===== src/rtl/nabp_swappable_stream_pkg.sv =====
// nabp_swappable_stream_pkg: shared FSM encoding, derived lengths and address clamp
package nabp_swappable_stream_pkg;
  typedef enum logic [2:0] {
    ST_IDLE, ST_FILL, ST_FILL_DRAIN, ST_SWAP_REQ, ST_SHIFT, ST_SHIFT_DRAIN, ST_NEXT_REQ
  } state_e;
  function automatic int fill_len(input int no_parts, input int part_size);
    return (no_parts - 1) * part_size + 1;
  endfunction
  // Returns {oob, address}; the address saturates to [0, 2^s_w-1].
  function automatic logic [32:0] clamp_addr(input longint i, input int s_w);
    longint mx;
    mx = (longint'(1) << s_w) - 1;
    return i < 0 ? {1'b1, 32'd0} : i > mx ? {1'b1, mx[31:0]} : {1'b0, i[31:0]};
  endfunction
endpackage


===== src/rtl/nabp_swappable_stream_tap_line_buffer.sv =====
// nabp_tap_line_buffer: delay line exposing NO_TAPS taps spaced DISTANCE samples apart
// Ports: clk, rst_n (async low), clr_i (sync clear), en_i (shift), shift_in_i,
//        taps_o (tap k at [k*DATA_W +: DATA_W], tap 0 = newest sample)
module nabp_tap_line_buffer import nabp_swappable_stream_pkg::*; #(
  parameter int NO_TAPS  = 4,
  parameter int DISTANCE = 16,
  parameter int DATA_W   = 12
) (
  input  logic                      clk,
  input  logic                      rst_n,
  input  logic                      clr_i,
  input  logic                      en_i,
  input  logic [DATA_W-1:0]         shift_in_i,
  output logic [NO_TAPS*DATA_W-1:0] taps_o
);
  localparam int LEN = fill_len(NO_TAPS, DISTANCE);
  logic [DATA_W-1:0] sr_q [LEN];
  always_ff @(posedge clk or negedge rst_n)
    if (!rst_n) for (int i = 0; i < LEN; i++) sr_q[i] <= '0;
    else if (clr_i) for (int i = 0; i < LEN; i++) sr_q[i] <= '0;
    else if (en_i) begin
      sr_q[0] <= shift_in_i;
      for (int i = 1; i < LEN; i++) sr_q[i] <= sr_q[i-1];
    end
  for (genvar k = 0; k < NO_TAPS; k++) begin : g_tap
    assign taps_o[k*DATA_W +: DATA_W] = sr_q[k*DISTANCE];
  end
endmodule


===== src/rtl/nabp_swappable_stream.sv =====
// nabp_swappable_stream: fills a PE tap line from filtered RAM, swaps, streams one segment
// Ports: clk, reset_n (async low); swap control sw_start/sw_accu_init/sw_accu_base,
//        sw_swap_ack/sw_next_itr_ack in, sw_busy/sw_swap/sw_next_itr/sw_pe_en out;
//        RAM fr_s_val/fr_s_en out, fr_val in (RD_LAT later); PE taps pe_taps out.
// Option: NABP_SWAPPABLE_OOB_ZERO_EN makes out-of-range samples shift in zero.
module nabp_swappable_stream import nabp_swappable_stream_pkg::*; #(
  parameter int DATA_W    = 12,
  parameter int NO_PARTS  = 4,
  parameter int PART_SIZE = 16,
  parameter int S_W       = 10,
  parameter int ACCU_W    = 18,
  parameter int FRAC_W    = 6,
  parameter int RD_LAT    = 1
) (
  input  logic                       clk,
  input  logic                       reset_n,
  input  logic                       sw_start,
  input  logic [ACCU_W-1:0]          sw_accu_init,
  input  logic [ACCU_W-1:0]          sw_accu_base,
  input  logic                       sw_swap_ack,
  input  logic                       sw_next_itr_ack,
  input  logic [DATA_W-1:0]          fr_val,
  output logic                       sw_busy,
  output logic                       sw_swap,
  output logic                       sw_next_itr,
  output logic                       sw_pe_en,
  output logic [S_W-1:0]             fr_s_val,
  output logic                       fr_s_en,
  output logic [DATA_W*NO_PARTS-1:0] pe_taps
);
  localparam int LF = fill_len(NO_PARTS, PART_SIZE);
  localparam int LS = PART_SIZE;
  localparam int CW = $clog2(LF + 1) + 1;
  state_e state_q, state_d;
  logic [CW-1:0] cnt_q, cnt_d;
  logic [ACCU_W-1:0] accu_q, accu_d, base_q, base_d;
  logic [2:0] pl_q [RD_LAT];
  logic pe_q, clr, en, oob;
  logic signed [ACCU_W-FRAC_W-1:0] ipart;
  logic [32:0] cl;
  logic [31-S_W:0] cl_unused;
  logic [DATA_W-1:0] shift_in;
  assign ipart = accu_q[ACCU_W-1:FRAC_W];
  assign cl = clamp_addr(longint'(ipart), S_W);
  assign cl_unused = cl[31:S_W];
  assign oob = cl[32];
  assign en = state_q == ST_FILL || state_q == ST_SHIFT;
  assign fr_s_en = en;
  assign fr_s_val = en ? cl[S_W-1:0] : '0;
  assign sw_busy = state_q != ST_IDLE;
  assign sw_swap = state_q == ST_SWAP_REQ;
  assign sw_next_itr = state_q == ST_NEXT_REQ;
  assign sw_pe_en = pe_q;
  always_comb begin
    state_d = state_q;
    cnt_d = cnt_q + 1'b1;
    accu_d = accu_q;
    base_d = base_q;
    clr = 1'b0;
    case (state_q)
      ST_IDLE: begin
        cnt_d = '0;
        if (sw_start) begin
          state_d = ST_FILL;
          accu_d = sw_accu_init;
          base_d = sw_accu_base;
          clr = 1'b1;
        end
      end
      ST_FILL: begin
        accu_d = accu_q + base_q;
        if (cnt_q == CW'(LF - 1)) begin
          state_d = ST_FILL_DRAIN;
          cnt_d = '0;
        end
      end
      ST_FILL_DRAIN: if (cnt_q == CW'(RD_LAT - 1)) begin
        state_d = ST_SWAP_REQ;
        cnt_d = '0;
      end
      ST_SWAP_REQ: begin
        cnt_d = '0;
        if (sw_swap_ack) state_d = ST_SHIFT;
      end
      ST_SHIFT: begin
        accu_d = accu_q + base_q;
        if (cnt_q == CW'(LS - 1)) begin
          state_d = ST_SHIFT_DRAIN;
          cnt_d = '0;
        end
      end
      ST_SHIFT_DRAIN: if (cnt_q == CW'(RD_LAT - 1)) begin
        state_d = ST_NEXT_REQ;
        cnt_d = '0;
      end
      ST_NEXT_REQ: begin
        cnt_d = '0;
        if (sw_next_itr_ack) state_d = ST_IDLE;
      end
      default: state_d = ST_IDLE;
    endcase
  end
  // pl_q carries {shift_phase, oob, valid} alongside the RAM read latency.
  always_ff @(posedge clk or negedge reset_n)
    if (!reset_n) begin
      state_q <= ST_IDLE;
      cnt_q <= '0;
      accu_q <= '0;
      base_q <= '0;
      pe_q <= 1'b0;
      for (int i = 0; i < RD_LAT; i++) pl_q[i] <= '0;
    end else begin
      state_q <= state_d;
      cnt_q <= cnt_d;
      accu_q <= accu_d;
      base_q <= base_d;
      pl_q[0] <= {state_q == ST_SHIFT, oob, en};
      for (int i = 1; i < RD_LAT; i++) pl_q[i] <= pl_q[i-1];
      pe_q <= pl_q[RD_LAT-1][0] & pl_q[RD_LAT-1][2];
    end
`ifdef NABP_SWAPPABLE_OOB_ZERO_EN
  assign shift_in = pl_q[RD_LAT-1][1] ? '0 : fr_val;
`else
  logic oob_unused;
  assign oob_unused = pl_q[RD_LAT-1][1];
  assign shift_in = fr_val;
`endif
  nabp_tap_line_buffer #(.NO_TAPS(NO_PARTS), .DISTANCE(PART_SIZE), .DATA_W(DATA_W)) u_lb (
    .clk(clk),
    .rst_n(reset_n),
    .clr_i(clr),
    .en_i(pl_q[RD_LAT-1][0]),
    .shift_in_i(shift_in),
    .taps_o(pe_taps)
  );
endmodule


===== config.mk =====
export PLATFORM = sky130hd
export DESIGN_NAME = nabp_swappable_stream
export DESIGN_NICKNAME = d
export VERILOG_FILES = /design/src/rtl/nabp_swappable_stream_pkg.sv /design/src/rtl/nabp_swappable_stream_tap_line_buffer.sv /design/src/rtl/nabp_swappable_stream.sv
export SDC_FILE = /design/constraint.sdc
export NUM_CORES = 1
export LEC_CHECK = 0
export ABC_CLOCK_PERIOD_IN_PS = 2500
export BUFFER_PORTS_ARGS = -buffer_cell sky130_fd_sc_hd__buf_2
export CAP_MARGIN = 20
export CORE_MARGIN = 4
export CORE_UTILIZATION = 50
export CTS_BUF_LIST = sky130_fd_sc_hd__clkbuf_8 sky130_fd_sc_hd__clkbuf_16
export DETAILED_ROUTE_END_ITERATION = 10
export PLACE_DENSITY = 0.77
export SETUP_SLACK_MARGIN = 0.2
export SLEW_MARGIN = 20
export SYNTH_ARGS = -nofsm -noshare
export SYNTH_HDL_FRONTEND = slang
export SYNTH_HIERARCHICAL = 1
export SYNTH_SLANG_ARGS = --single-unit

===== constraint.sdc =====
create_clock -name clk -period 2.5 [get_ports clk]
set_input_delay 0.5 -clock clk [delete_from_list [all_inputs] [get_ports clk]]
set_output_delay 0.5 -clock clk [all_outputs]
set_load 0.005 [all_outputs]

==> summary.md, run 1 <==
| Metric | Value |
|---|---|
| Synth warnings | `6` |
| First-pass GRT wire length | `84000 um` |
| Reg2Reg Depth | `9` |
| Worst slew margin | `61.5%` |
| Clock Skew | `0.0230 ns` |
| Synth Instances | `2255` |
| Routed WL per cell | `15.9 um` |
| Top Ports | `116` |
| Final setup TNS | `0 ns` |
| Share of the yosys chip area belonging to registers | `58.4%` |
| Max cap viols | `0` |
| Htree depth | `3` |
| Hold_ws | `0.148 ns` |
| Synth Area per Inst | `12.1 um2` |
| Crit path launch | `state_q[2]$_DFFE_PN0P_` |
| Die width | `242 um` |
| Slowest CP cell | `dfrtp_2` |
| Worst R2R Setup Slack | `0.28 ns` |
| CP Data Arrival Time | `1.83 ns` |
| CTS max path bufs | `3` |
| Core area | `53900 um2` |
| Initial antenna violation count | `1` |
| Minimum clock period | `2.33 ns` |
| Final Max Slew Viols | `0` |
| Area leader, netlist | `dfrtp_1` |
| Layout cells sized above 1 | `14.7%` |
| Primary FF master, synth | `dfrtp_1` |
| Worst vdd ir | `0.635 mV` |
| Critical Path RT | `2.00 ns` |
| RePlAce Congestion | `0.814` |
| Total Routed Length | `48900 um` |
| Most common cell after layout, fill and taps aside | `dfrtp_1` |
| Starting DRT DRC Count | `969` |
| Critical Path End Type | `output port` |
| Total power | `40.2 mW` |
| Vias in the first global route | `16700` |
| Mapped Area | `27300 um2` |
| Layout area overhead | `12.8%` |
| Hold depth | `3` |
| CTS root buf | `clkbuf_16` |
| Worst setup path class | `flop to output port` |
| CP delay by family, top | `flip-flops` |
| CTS tree | `built` |
| Crit path depth | `6` |
| P_int | `26.5 mW` |
| Sw Pwr | `13.7 mW` |
| Final nets | `2399` |
| Clk slew on worst S/H paths | `0.06 ns` |
| Top cells by area, synth | `dfrtp_1 (58%), mux2i_1 (22%), nor2_1 (8.4%), buf_4 (2.1%), buf_8 (1.3%)` |
| GR Overflow Total | `0` |
| Power share of the sequential group | `41.3%` |
| Post-route DRC | `0` |
| Worst R2R Start | `cnt_q[0]$_DFF_PN0_` |
| Row count | `85` |
| Clock Latency Late Sink | `0.59 ns` |
| Worst hold path class | `input port to flop` |
| Critical path buffer and inverter count | `2` |
| Peak fanout along the critical path | `5` |
| Power density over the cells | `1310 nW/um2` |
| Largest net degree at the start of global routing | `85` |
| # clock sinks | `637` |
| Leakage | `15.5 nW` |
| Die area | `58300 um2` |
| Slew @ Worst Pin | `0.578 ns` |
| Final Hold Vio Count | `0` |
| Sw Share | `34.0%` |
| Post-synth EDFFs | `0` |
| Max Fclk | `430 MHz` |
| Status | `finished clean` |
| Distinct cell type count after synthesis | `55` |
| Synthesized net count | `2328` |
| Combinational share of power | `33.0%` |
| DP HPWL | `30400 um` |
| DR vias | `16200` |
| CP max stage delay | `0.44 ns` |
| TritonCTS Buffers | `67` |
| DR pass1 iterations | `5` |
| Ys async rst share | `100%` |
| Startpoint type of the worst setup path | `flop` |
| Initial cell density of the core | `50.6%` |
| Most frequent cells in the layout | `dfrtp_1 (635), nor2_1 (607), mux2i_1 (601)` |
| Total GRT Usage | `16.9%` |
| Vias per cell | `5.28` |
| Clk pwr share | `25.7%` |
| Port buffer count | `115` |
| RSZ-0062 raised after global routing | `yes` |
| Final setup viols | `0` |
| Post-route ant nets | `0` |
| Fillers | `4234` |
| Critical path, cell by cell | `inv_2, nand2_2, a21o_4, nor2_4, o21a_1, buf_2` |
| Fin crit share | `93.0%` |
| Share of the synthesized area in the top cell type | `58.4%` |
| R2r endpoint | `state_q[2]$_DFFE_PN0P_` |
| Worst Setup EP | `fr_s_val[6]` |
| Synthesis-stage register bit count | `637` |
| Die Y | `242 um` |
## cell type report
class                      count  area, um2  share of cell area [%]
antenna                        1       2.50                 0.00814
clock buffer                  84       1930                    6.29
clock inverter                33        402                    1.31
inverter                       8       30.0                  0.0976
multi-input combinational   1419      10000                    32.5
sequential                   637      15900                    51.8
tap                          696        871                    2.83
timing repair buffer         193       1570                    5.12
## how the worst min path moves through the flow
stage	from	end	slack (ns)
floorplan	reset_n	accu_q[0]$_DFFE_PN0P_	0.20
global placement	pl_q[2]$_DFF_PN0_	sw_pe_en$_DFF_PN0_	0.43
detailed placement	pl_q[2]$_DFF_PN0_	sw_pe_en$_DFF_PN0_	0.45
CTS	fr_val[2]	u_lb/taps_o[2]$_DFFE_PN0P_	0.11
global route	sw_accu_base[2]	base_q[2]$_DFFE_PN0P_	0.13
finish	fr_val[2]	u_lb/taps_o[2]$_DFFE_PN0P_	0.15
## per-layer routing
| metal | global-route usage, % | share of wire (%) | vias to the layer above |
|---|---|---|---|
| met5 | 0 | 0 | - |
| met4 | 6.71 | 3.2 | 0 |
| met3 | 3.47 | 3.9 | 99 |
| met2 | 27.7 | 49 | 213 |
| met1 | 22.2 | 44 | 8209 |
| li1 | - | - | 7709 |
## cell usage after synthesis (3+ instances only)
cell / count
a21oi_1: 11
a21o_1: 9
xor2_1: 6
buf_8: 23
mux2_2: 23
mux2i_1: 601
and2_1: 3
dfrtp_1: 637
nor2_1: 609
inv_1: 8
buf_1: 9
o21a_1: 12
ha_1: 19
nand2_1: 29
nand3_1: 3
nor4_1: 4
buf_2: 14
a211oi_1: 5
xnor2_1: 13
nor3_1: 4
nor2b_1: 5
buf_6: 14
buf_4: 76
a31oi_1: 4
o21ai_0: 24
clkbuf_1: 55
## flip-flops by register name, summed over array words and instances (netlist names)
| register | flops |
|---|---|
| base_q | 18 |
| u_lb/sr_q | 540 |
| state_q | 3 |
| u_lb/taps_o | 48 |
| accu_q | 18 |
| cnt_q | 7 |
| pl_q | 2 |
| sw_pe_en | 1 |
## metrics by stage
| step | cells | utilization [%] | instance area, um2 | worst slack (ns) |
|---|---|---|---|---|
| final | 3071 | 57.0 | 30800 | 0.174 |
| after global routing | 3071 | 57.0 | 30800 | 0.116 |
| after CTS | 3067 | 56.9 | 30700 | 0.148 |
| after detailed placement | 2941 | 52.4 | 28200 | 0.130 |
| after global placement | 2941 | 52.4 | 28200 | 0.189 |
| after floorplan | 2255 | - | 27300 | 0.306 |
## logic make-up (layout without fill, tap and decap cells)
logic type	after synthesis	count (layout)	synth area share, %
AO/OA/AOI/OAI	88	88	2.31
buffers and inverters	200	318	5.23
adder cells (fa/ha/maj)	20	20	0.945
XOR/XNOR	19	19	0.610
flip-flops	637	637	58.4
multiplexers	624	624	23.0
AND/OR/NAND/NOR	667	668	9.45
other	0	1	0
## power groups by stage
stage / Sequential (mW) / Combinational, mW / Clock, mW
final: 16.6 / 13.3 / 10.3
after global routing: 17.1 / 14.7 / 11.1
after CTS: 16.6 / 13.2 / 10.6
after detailed placement: 16.7 / 12.8 / 0
after global placement: 16.5 / 12.4 / 0
after floorplan: 15.8 / 11.0 / 0
## tightest hold or removal path, cell delays in order
cell and delay [ns]:
buf_2 0.07, mux2i_1 0.05, nor2_1 0.07
## timing repair
item	in CTS	in global routing
hold endpoints to repair	38	0
endpoints found under the setup margin	14	185
hold buffers	1	0
gates resized for setup	10	15
setup buffers	7	3
cloned	1	0
pin swaps	3	6
Note: power is estimated with default switching activity, not from simulation.
==> run 2, diff against run 1 <==
--- a/config.mk
+++ b/config.mk
@@ -5,6 +5,7 @@
 export SDC_FILE = /design/constraint.sdc
 export NUM_CORES = 1
 export LEC_CHECK = 0
+export ABC_AREA = 1
 export ABC_CLOCK_PERIOD_IN_PS = 2500
 export BUFFER_PORTS_ARGS = -buffer_cell sky130_fd_sc_hd__buf_2
 export CAP_MARGIN = 20
==> summary.md, run 2 <==
| Metric | Value |
|---|---|
| Status | `finished clean` |
| CTS max path bufs | `3` |
| Htree depth | `3` |
| Final WS setup | `0.175 ns` |
| Worst vdd ir | `0.880 mV` |
| Most frequent cells in the layout | `nand2_1 (1344), dfrtp_1 (633), nand3_1 (624)` |
| Worst slew margin | `62.6%` |
| Vias per cell | `5.23` |
| Share of the yosys chip area belonging to registers | `59.6%` |
| Final Hold Vio Count | `0` |
| Area of the multi-input gates | `9300 um2` |
| Hold_ws | `0.107 ns` |
| Dpl ws | `0.415 ns` |
| Port buffer count | `115` |
| Leakage | `17.0 nW` |
| Synth Area per Inst | `8.69 um2` |
| Largest net degree at the start of global routing | `121` |
| Critical Path End Type | `output port` |
| Combinational share of power | `29.9%` |
| CP Data Arrival Time | `1.82 ns` |
| Total GRT Usage | `18.4%` |
| Sw Pwr | `11.6 mW` |
| Post-synth EDFFs | `0` |
| Max Fclk | `430 MHz` |
| Final setup viols | `0` |
| Count leader, synth | `nand2_1` |
| Distinct cell type count after synthesis | `38` |
| Ant. Diodes | `0` |
| P_int | `20.2 mW` |
| Synth Area in Simple Gates | `31.9%` |
| Vias in the first global route | `19000` |
| DP HPWL | `29200 um` |
| Row count | `84` |
| Initial antenna violation count | `1` |
| Post-route DRC | `0` |
| Register Area | `15900 um2` |
| # clock sinks | `637` |
| Most common cell after layout, fill and taps aside | `nand2_1` |
| DR vias | `19900` |
| Post-synthesis compound-gate area fraction | `1.35%` |
| Slowest CP cell | `dfrtp_2` |
| Post-synthesis mux area share | `0%` |
| Final Max Slew Viols | `0` |
| Clock Latency Late Sink | `0.59 ns` |
| Synth Instances | `3079` |
| Post-route cell area | `30100 um2` |
| Final nets | `3137` |
| Post-synthesis adder-cell area fraction | `0.964%` |
| GR Overflow Total | `0` |
| Core area | `52800 um2` |
| Starting DRT DRC Count | `1904` |
| Placed Area | `27600 um2` |
| Power density over the cells | `1060 nW/um2` |
| Util after Layout | `57.0%` |
| Startpoint type of the worst setup path | `flop` |
| TritonCTS Buffers | `67` |
| CP max stage delay | `0.45 ns` |
| Top Ports | `116` |
| Synthesis-stage register bit count | `637` |
| Initial cell density of the core | `50.7%` |
| Slew @ Worst Pin | `0.560 ns` |
| Synth warnings | `6` |
| Die area | `57300 um2` |
| Final setup TNS | `0 ns` |
| Post-route ant nets | `0` |
| Clk slew on worst S/H paths | `0.06 ns` |
| Top cells by count, synth | `nand2_1 (1344), dfrtp_1 (637), nand3_1 (624)` |
| Layout cells sized above 1 | `9.98%` |
| Primary FF master, synth | `dfrtp_1` |
| Share of the synthesized area in the top cell type | `59.6%` |
| RSZ-0062 raised after global routing | `yes` |
| Fillers | `4460` |
| Die Y | `239 um` |
| Minimum clock period | `2.32 ns` |
| Max FFs per register | `540` |
| DR pass1 iterations | `7` |
| Routed WL per cell | `13.6 um` |
| Mapped Area | `26700 um2` |
| Ys async rst share | `100%` |
| Layout area overhead | `12.4%` |
| CTS root buf | `clkbuf_16` |
| Most flops, register | `u_lb/sr_q` |
| Power share of the sequential group | `37.6%` |
| Synthesized net count | `3152` |
| Peak fanout along the critical path | `18` |
| Max cap viols | `0` |
| Worst hold path class | `input port to flop` |
| Top cells by area, synth | `dfrtp_1 (60%), nand2_1 (19%), nand3_1 (12%), buf_2 (2.8%), buf_4 (1.6%)` |
| Critical Path RT | `2.00 ns` |
| Largest family of logic cells by synthesized area | `simple AND/OR/NAND/NOR gates` |
| CTS tree | `built` |
| Total Routed Length | `51900 um` |
| Area leader, netlist | `dfrtp_1` |
| Die width | `239 um` |
| Worst setup path class | `flop to output port` |
| First-pass GRT wire length | `91400 um` |
| Sw Share | `36.3%` |
| Fin crit share | `93.0%` |
| RePlAce Congestion | `0.809` |
| Clk pwr share | `32.5%` |
| Clock Skew | `0.0257 ns` |
| XOR/XNOR Fraction of Synth Area | `0.262%` |
| Critical path, cell by cell | `nor3_4, inv_2, nand2_8, inv_8, a211oi_2, buf_2` |
-- run 2: cell types whose count changed in the layout (fill, tap and decap cells not counted), moves of 8 or more --
| cell | change |
|---|---|
| nand2_1 | +1317 |
| nand3_1 | +621 |
| mux2i_1 | -601 |
| nor2_1 | -548 |
| inv_1 | +41 |
| mux2_2 | -23 |
| buf_4 | -21 |
| o21a_1 | -10 |
| o21ai_0 | -9 |
| xnor2_1 | -9 |
| a21o_1 | -8 |
-- run 2: kinds of logic after synthesis --
family / count (synthesis)
simple gates: 2047
flops: 637
buf+inv: 307
compound gates: 60
fa+ha+maj: 20
xor+xnor: 8
-- run 2: per-stage QoR --
stage	std cells	power, mW
after floorplan	3079	19.2
after global placement	3673	21.3
after detailed placement	3673	21.3
after CTS	3804	32.0
after global routing	3805	33.8
final	3805	31.8
-- run 2: final timing paths --
path / start / cells after the start / slack (ns) / endpoint
worst max-delay path: state_q[1]$_DFFE_PN0P_ / 6 / 0.18 / fr_s_val[4]
worst min-delay path: sw_accu_base[7] / 3 / 0.11 / base_q[7]$_DFFE_PN0P_
worst max register to register: state_q[2]$_DFFE_PN0P_ / 10 / 0.34 / u_lb/sr_q[425]$_DFFE_PN0P_
worst min register to register: pl_q[2]$_DFF_PN0_ / 2 / 0.45 / sw_pe_en$_DFF_PN0_
max in group asynchronous: reset_n / 3 / 1.25 / u_lb/sr_q[427]$_DFFE_PN0P_
min in group asynchronous: reset_n / 2 / 0.41 / base_q[11]$_DFFE_PN0P_
-- run 2: per-layer routing --
metal  share of wire [%]  vias up  track usage (%)
met5               0.023        -                0
met4                 1.9        2             4.94
met3                 3.7       83             3.41
met2                  48      352             28.9
met1                  47     9682             26.9
li1                    -     9769                -
-- run 2: power groups by stage --
| stage | Sequential [mW] | Combinational [mW] | Clock, mW |
|---|---|---|---|
| 2_1_floorplan | 11.9 | 7.31 | 0 |
| 3_3_place_gp | 12.1 | 9.16 | 0 |
| 3_5_place_dp | 12.1 | 9.22 | 0 |
| 4_1_cts | 12.0 | 9.47 | 10.6 |
| 5_1_grt | 12.1 | 10.6 | 11.1 |
| 6_report | 12.0 | 9.51 | 10.3 |
-- run 2: layout make-up --
cell class | instances | area share, %
flip-flops and latches | 637 | 53.1
multi-input cells | 2136 | 30.9
clock buffers | 82 | 6.34
repair buffers | 171 | 4.65
well taps | 688 | 2.86
clock inverters | 40 | 1.46
inverters | 51 | 0.695
-- run 2: critical path: cells and delay by family (launching register included) --
family,cells,cell delay (ns)
flops,1,0.45
simple gates,2,0.33
buf+inv,3,0.30
compound gates,1,0.15
-- run 2: repair_timing --
action / 4_1_cts / 5_1_grt
hold buffers: 1 / 0
endpoints found under the hold margin: 15 / 0
resized for setup: 15 / 2
endpoints found under the setup margin: 11 / 12
gates cloned: 1 / 0
buffers inserted: 7 / 1
pin swaps: 2 / 0
